===== src/rtl/mips_multicycle_controller.sv =====
// mips_multicycle_controller: multicycle MIPS main control FSM with memory-ready stretch and retired-instruction counter.
// Define MIPS_CTRL_ILLEGAL_TRAP_EN to lock into TRAP on an illegal opcode until reset.
module mips_multicycle_controller #(
    parameter int USE_MEM_READY = 1,
    parameter int COUNT_W       = 32
) (
    input  logic               clk,
    input  logic               reset,
    input  logic [5:0]         opcode,
    input  logic               mem_ready,
    output logic               IorD,
    output logic               MemWrite,
    output logic               IRWrite,
    output logic               RegDst,
    output logic               MemtoReg,
    output logic               RegWrite,
    output logic               AluSrcA,
    output logic [1:0]         AluSrcB,
    output logic [1:0]         AluOP,
    output logic [1:0]         PCSrc,
    output logic               PCWrite,
    output logic               Branch,
    output logic               instr_done,
    output logic               illegal,
    output logic [COUNT_W-1:0] instr_count
);
    localparam logic [3:0] S_FETCH    = 4'd0;
    localparam logic [3:0] S_DECODE   = 4'd1;
    localparam logic [3:0] S_MEMADR   = 4'd2;
    localparam logic [3:0] S_MEMREAD  = 4'd3;
    localparam logic [3:0] S_MEMWB    = 4'd4;
    localparam logic [3:0] S_MEMWRITE = 4'd5;
    localparam logic [3:0] S_EXECUTE  = 4'd6;
    localparam logic [3:0] S_ALUWB    = 4'd7;
    localparam logic [3:0] S_BRANCH   = 4'd8;
    localparam logic [3:0] S_ADDIEXEC = 4'd9;
    localparam logic [3:0] S_ADDIWB   = 4'd10;
    localparam logic [3:0] S_JUMP     = 4'd11;
`ifdef MIPS_CTRL_ILLEGAL_TRAP_EN
    localparam logic [3:0] S_TRAP     = 4'd12;
`endif

    logic [3:0] r_state;
    logic [3:0] w_next;
    logic       w_rdy;
    logic       w_legal;

    assign w_rdy   = (USE_MEM_READY == 0) || mem_ready;
    assign w_legal = opcode inside {6'b100011, 6'b101011, 6'b000000, 6'b000100, 6'b001000, 6'b000010};

    always_ff @(posedge clk) begin
        if (reset) begin
            r_state     <= S_FETCH;
            instr_count <= '0;
        end else begin
            r_state <= w_next;
            if (instr_done)
                instr_count <= instr_count + {{(COUNT_W-1){1'b0}}, 1'b1};
        end
    end

    always_comb begin
        w_next = S_FETCH;
        case (r_state)
            S_FETCH:    w_next = w_rdy ? S_DECODE : S_FETCH;
            S_DECODE: begin
                case (opcode)
                    6'b100011, 6'b101011: w_next = S_MEMADR;
                    6'b000000:            w_next = S_EXECUTE;
                    6'b000100:            w_next = S_BRANCH;
                    6'b001000:            w_next = S_ADDIEXEC;
                    6'b000010:            w_next = S_JUMP;
`ifdef MIPS_CTRL_ILLEGAL_TRAP_EN
                    default:              w_next = S_TRAP;
`else
                    default:              w_next = S_FETCH;
`endif
                endcase
            end
            S_MEMADR:   w_next = (opcode == 6'b101011) ? S_MEMWRITE : S_MEMREAD;
            S_MEMREAD:  w_next = w_rdy ? S_MEMWB : S_MEMREAD;
            S_MEMWRITE: w_next = w_rdy ? S_FETCH : S_MEMWRITE;
            S_EXECUTE:  w_next = S_ALUWB;
            S_ADDIEXEC: w_next = S_ADDIWB;
`ifdef MIPS_CTRL_ILLEGAL_TRAP_EN
            S_TRAP:     w_next = S_TRAP;
`endif
            default:    w_next = S_FETCH;
        endcase
    end

    // Everything is held low during reset so an abandoned instruction never writes.
    always_comb begin
        IorD       = 1'b0;
        MemWrite   = 1'b0;
        IRWrite    = 1'b0;
        RegDst     = 1'b0;
        MemtoReg   = 1'b0;
        RegWrite   = 1'b0;
        AluSrcA    = 1'b0;
        AluSrcB    = 2'b00;
        AluOP      = 2'b00;
        PCSrc      = 2'b00;
        PCWrite    = 1'b0;
        Branch     = 1'b0;
        instr_done = 1'b0;
        illegal    = 1'b0;
        if (!reset) begin
            case (r_state)
                S_FETCH: begin
                    AluSrcB = 2'b01;
                    IRWrite = w_rdy;
                    PCWrite = w_rdy;
                end
                S_DECODE: begin
                    AluSrcB = 2'b11;
                    illegal = !w_legal;
                end
                S_MEMADR, S_ADDIEXEC: begin
                    AluSrcA = 1'b1;
                    AluSrcB = 2'b10;
                end
                S_MEMREAD:  IorD = 1'b1;
                S_MEMWB: begin
                    MemtoReg   = 1'b1;
                    RegWrite   = 1'b1;
                    instr_done = 1'b1;
                end
                S_MEMWRITE: begin
                    IorD       = 1'b1;
                    MemWrite   = 1'b1;
                    instr_done = w_rdy;
                end
                S_EXECUTE: begin
                    AluSrcA = 1'b1;
                    AluOP   = 2'b10;
                end
                S_ALUWB: begin
                    RegDst     = 1'b1;
                    RegWrite   = 1'b1;
                    instr_done = 1'b1;
                end
                S_BRANCH: begin
                    AluSrcA    = 1'b1;
                    AluOP      = 2'b01;
                    PCSrc      = 2'b01;
                    Branch     = 1'b1;
                    instr_done = 1'b1;
                end
                S_ADDIWB: begin
                    RegWrite   = 1'b1;
                    instr_done = 1'b1;
                end
                S_JUMP: begin
                    PCSrc      = 2'b10;
                    PCWrite    = 1'b1;
                    instr_done = 1'b1;
                end
`ifdef MIPS_CTRL_ILLEGAL_TRAP_EN
                S_TRAP:     illegal = 1'b1;
`endif
                default: ;
            endcase
        end
    end
endmodule


===== config.mk =====
export PLATFORM = sky130hd
export DESIGN_NAME = mips_multicycle_controller
export DESIGN_NICKNAME = d
export VERILOG_FILES = /design/src/rtl/mips_multicycle_controller.sv
export SDC_FILE = /design/constraint.sdc
export NUM_CORES = 1
export LEC_CHECK = 0
export BUFFER_PORTS_ARGS = -buffer_cell sky130_fd_sc_hd__buf_4
export CAP_MARGIN = 40
export CORE_ASPECT_RATIO = 0.6
export CORE_UTILIZATION = 57
export DETAILED_ROUTE_END_ITERATION = 8
export PLACE_DENSITY = 0.9
export SYNTH_ARGS = -nofsm -noshare
export SYNTH_HDL_FRONTEND = slang
export SYNTH_SLANG_ARGS = --single-unit

===== constraint.sdc =====
create_clock -name clk -period 4.8 [get_ports clk]
set_input_delay 0.24 -clock clk [delete_from_list [all_inputs] [get_ports clk]]
set_output_delay 0.24 -clock clk [all_outputs]
set_load 0.01 [all_outputs]

**Yosys cells after proc, flatten, opt, wreduce, memory -nomap -nowiden**

Index checks and enable logic that the tools add are counted.

- Add/subtract/negate cells: 1
- Equal/unequal tests: 16
- Muxes and demuxes: 34
- Reductions and logical operators: 10

Operators with widths:

| kind | number |
|---|---|
| 32-bit by 1-bit adder with 32-bit output (second input constant) | 1 |
| 4-bit one-hot mux with 7 select lines | 1 |
| 1-bit 2-to-1 mux | 21 |
| 4-bit one-hot mux with 5 select lines | 1 |
| 4-bit by 3-bit equality test with 1-bit output (second input constant) | 4 |
| 4-bit equality test (second input constant) | 4 |
| 6-bit equality test (second input constant) | 2 |
| 3-bit 2-to-1 mux | 3 |
| 4-bit by 2-bit equality test with 1-bit output (second input constant) | 2 |
| 2-bit one-hot mux with 2 select lines | 2 |
| 6-bit by 2-bit equality test with 1-bit output (second input constant) | 1 |
| 6-bit by 3-bit equality test with 1-bit output (second input constant) | 1 |
| 6-bit by 4-bit equality test with 1-bit output (second input constant) | 1 |
| 6-bit logical NOT | 1 |
| 2-bit 2-to-1 mux | 3 |
| 2-bit one-hot mux with 3 select lines | 1 |
| 6-bit nonzero test | 1 |
| 2-bit OR reduction | 3 |
| 5-bit OR reduction | 1 |
| 4-bit by 1-bit equality test with 1-bit output (second input constant) | 1 |
| 4-bit logical NOT | 1 |
| 1-bit one-hot mux with 2 select lines | 2 |
| 4-bit OR reduction | 1 |
| 3-bit OR reduction | 1 |
| 1-bit logical NOT | 1 |

- Word-level logic and storage cells: 63
- Flip-flop bits (word level): 36
- Input bits: 9
- Output and inout bits: 49

**Longest topological paths before layout**

- Depth after elaboration: 5
- Depth in mapped cells: 8
- Depth with buffers taken out: 5

**Worst setup path after synthesis**

Ideal clock, no wire load.

- Path kind: reg-to-reg
- Start: reg instr_count[6]
- End: reg instr_count[30]
- Data required time: 4.730 ns
- Slack: 2.933 ns
- Period minus slack after synthesis: 1.867 ns
- Buffers on the path: 2
- Cell stages (with the launch flop): 8
- Arrival time: 1.796 ns
- Library setup time: 0.070 ns
- Cell sequence: dfxtp_1 and3_4 and4_1 buf_4 nand3_2 buf_2 or4_1 a21oi_1

- Longest elaborated chain between the ends: 1

Ends and longest elaborated chain:

| element | line | text |
|---|---|---|
| start, declared | 25 | `output logic [COUNT_W-1:0] instr_count` |
| start signal, assigned | 58 | `instr_count <= instr_count + {{(COUNT_W-1){1'b0}}, 1'b1};` |
| 32-bit by 1-bit adder with 32-bit output | 58 |  |

No other way between the ends.
A chain may end at the register's enable or synchronous reset.

**Worst setup path in the final report**

- Start: reg r_state[1]
- End: reg instr_count[16]

- Longest elaborated chain between the ends: 4
- Elaborated cells between the ends (all ways): 9
- Those cells by class: eq/ne: 6; mux: 2; reduce/logical: 1

Ends and longest elaborated chain:

| element | line | text |
|---|---|---|
| start, declared | 43 | `logic [3:0] r_state;` |
| start signal, assigned | 56 | `r_state <= w_next;` |
| 4-bit equality test / 4-bit by 3-bit equality test with 1-bit output (equally long branches) | 109 | `case (r_state)` |
| 5-bit OR reduction (no line) | - |  |
| 1-bit one-hot mux with 2 select lines * | 109 |  |
| 1-bit 2-to-1 mux * | 108 | `if (!reset) begin` |

Every way passes the cells marked *; elsewhere a longest branch is shown, timed or not.

==> metrics.cfg <==
[worst_setup_path]
slowest_delay_ns = 0.63
cp_data_required_time_ns = 5.02
cp_top_family = simple AND/OR/NAND/NOR gates
path_max_fanout = 18
crit_slowest_cell = dfxtp_1
cp-start-kind = flip-flop
worstPathCellList = or2b_1 -> o2111a_1 -> nand3_1 -> or4_1 -> a21oi_1
cp-end-kind = flip-flop
r2r_setup_slack_ns = 2.30
cp.arrival_ns = 2.72
cp.buffers_inverters = 0
worstSetupPathType = flip-flop to flip-flop

[grt]
grt_usage_pct = 30.1
grt-ovfl-total = 0
antenna_found_initial = 0
grt_max_degree = 47
grt_pass1_wl_microns = 9310
grt_pass1_vias = 1930

[route]
vias = 2411
first_pass_iters = 5
wirelength_microns = 5800
drt-initial-drc-count = 267
ant_nets = 0
routed_via_density = 6.48
drc_errors = 0
wl_per_cell_microns = 15.6

[floorplan]
start_util_pct = 62.9
rows = 16
die_area_sq_um = 4060
core_sq_um = 3440
die_y_microns = 49.8
dieWidth_microns = 81.6
pin_count = 58

[clock_network]
clock_sinks = 36
tritoncts.num_buffers = 5
postCtsSetupRepairBufs = 0
clockBufferDepth = 2
htreeDepth = 2
hold_buffers = 0
clockRootBuffer = clkbuf_8
clk_pin_slew_ns = 0.07
clk_latency_ns = 0.29
cts_tree = yes
cts_resized = 0

[sta]
setup_ws_ns = 2.30
finalWorstPathRequiredPeriod_ns = 2.50
skew_ns = 0.00621
rsz0062_at_grt = no
fmax_mhz = 400
worst_pin_slew_ns = 0.550
final-setup-viol-count = 0
slew_viol_final = 0
hold_viol_final = 0
setup_tns_ns = 0
slew-limit-headroom_pct = 63.3
period_share_pct = 52.1

[synth]
syn-num-nets = 292
synth.cell_area_sq_um = 2170
syn_area_per_cell_sq_um = 7.68
synth_area_leaders = dfxtp_1 33%, a21oi_1 5.5%, nor2_1 5.0%, o21ai_0 3.9%, or3_1 3.8%
ys_seq_area_share_pct = 33.3
ys_warn_count = 0
yosysTopAreaCellShare_pct = 33.3
syn_inst = 282
synth_ff_type = dfxtp_1
yosys.cell_count.top_type = dfxtp_1
yosysTopAreaCell = dfxtp_1
synth.distinct_cells = 50
ys_seq_elements = 36
async_reset_ff_share_pct = 0
synth_common_cells = 36 x dfxtp_1, 29 x nor2_1, 24 x a21oi_1, 17 x nand2_1, 17 x o21ai_0
synth-edff-count = 0

[power_and_ir_drop]
p_leak_nw = 0.940
peakVddDrop_uv = 160
seq_power_share_pct = 55.6
switchingPower_mw = 0.130
internal-power_mw = 0.413
p_per_area_nw_per_um2 = 206
p_comb_share_pct = 6.5
clock_power_share_pct = 37.8
switching_share_pct = 24.0

[finish]
multiInputGateArea_sq_um = 1350
layout.nets = 337
area_growth_pct = 21.8
final.fill_count = 289
drive_above_1_share_pct = 21.7
n_antenna_cell = 0
seq_area_sq_um = 721

[worst_hold_path]
hp-class = input port to flip-flop

[placement]
place_congestion = 0.919
post-place-ws_ns = 2.39
post-dp-hpwl_microns = 4200
port_buffers = 57

[run]
timing.max_cap.violations = 0

[run_status]
outcome = completed

-- layout make-up --
| class | count | area share, % |
|---|---|---|
| Multi-Input combinational cell | 224 | 51.0 |
| Sequential cell | 36 | 27.3 |
| Timing Repair Buffer | 57 | 16.2 |
| Clock buffer | 6 | 2.75 |
| Tap cell | 45 | 2.13 |
| Inverter | 3 | 0.427 |
| Clock inverter | 1 | 0.190 |
-- path summary, 6_finish.rpt --
| check | startpoint | end | depth (start not counted) |
|---|---|---|---|
| max | r_state[1]$_SDFF_PP0_ | instr_count[16]$_SDFFE_PP0P_ | 5 |
| min | reset | instr_count[6]$_SDFFE_PP0P_ | 2 |
| max reg2reg | r_state[1]$_SDFF_PP0_ | instr_count[16]$_SDFFE_PP0P_ | 5 |
| min reg2reg | instr_count[31]$_SDFFE_PP0P_ | instr_count[31]$_SDFFE_PP0P_ | 2 |
-- state kept, by name, indices dropped and copies added, names as in the netlist --
| signal | cells |
|---|---|
| instr_count | 32 |
| r_state | 4 |
-- per-stage QoR --
step           hold slack (ns)  std cells  instance area [sq um]  power (mW)  utilization [%]
2_1_floorplan            0.484        282                   2170       0.330                -
3_3_place_gp             0.477        365                   2560       0.343             74.4
3_5_place_dp             0.481        365                   2560       0.344             74.4
4_1_cts                  0.383        372                   2640       0.541             76.6
5_1_grt                  0.401        372                   2640       0.561             76.6
6_report                 0.389        372                   2640       0.543             76.6
-- kinds of logic after synthesis --
group,Yosys count,share of synthesized area (%)
AOI/OAI and AO/OA,67,19.3
xor gates and xnor gates,11,4.45
adders and majority gates,1,0.577
buffers and inverters,22,4.68
DFF,36,33.3
muxes,1,0.462
and+or+nand+nor,144,37.3
-- placed cells by master (no fill, tap or decap), types with 6 or more instances in the layout --
cell type | netlist | layout
buf_4 | 2 | 57
dfxtp_1 | 36 | 36
nor2_1 | 29 | 29
a21oi_1 | 24 | 24
nand2_1 | 17 | 17
o21ai_0 | 17 | 17
nand3_1 | 14 | 14
or3_1 | 13 | 13
o31ai_1 | 10 | 10
or4_1 | 10 | 10
nor4_1 | 9 | 9
nor3_1 | 9 | 9
nand4_1 | 9 | 9
xnor2_1 | 8 | 8
nor2b_1 | 6 | 6
and3_1 | 6 | 6
-- power by group through the flow --
stage               Clock (mW)  Combinational [mW]  Sequential, mW
floorplan                    0              0.0225           0.307
global placement             0              0.0344           0.309
detailed placement           0              0.0350           0.309
CTS                      0.204              0.0351           0.302
global route             0.219              0.0394           0.303
finish                   0.206              0.0356           0.302
-- routing by layer --
metal,vias to the layer above,wire (microns),global-route usage [%]
li1,1137,-,-
met1,1133,2840,47.1
met2,130,2310,38.6
met3,11,609,9.07
met4,0,46,7.89
met5,-,0,0
(Power assumes the default switching activity.)
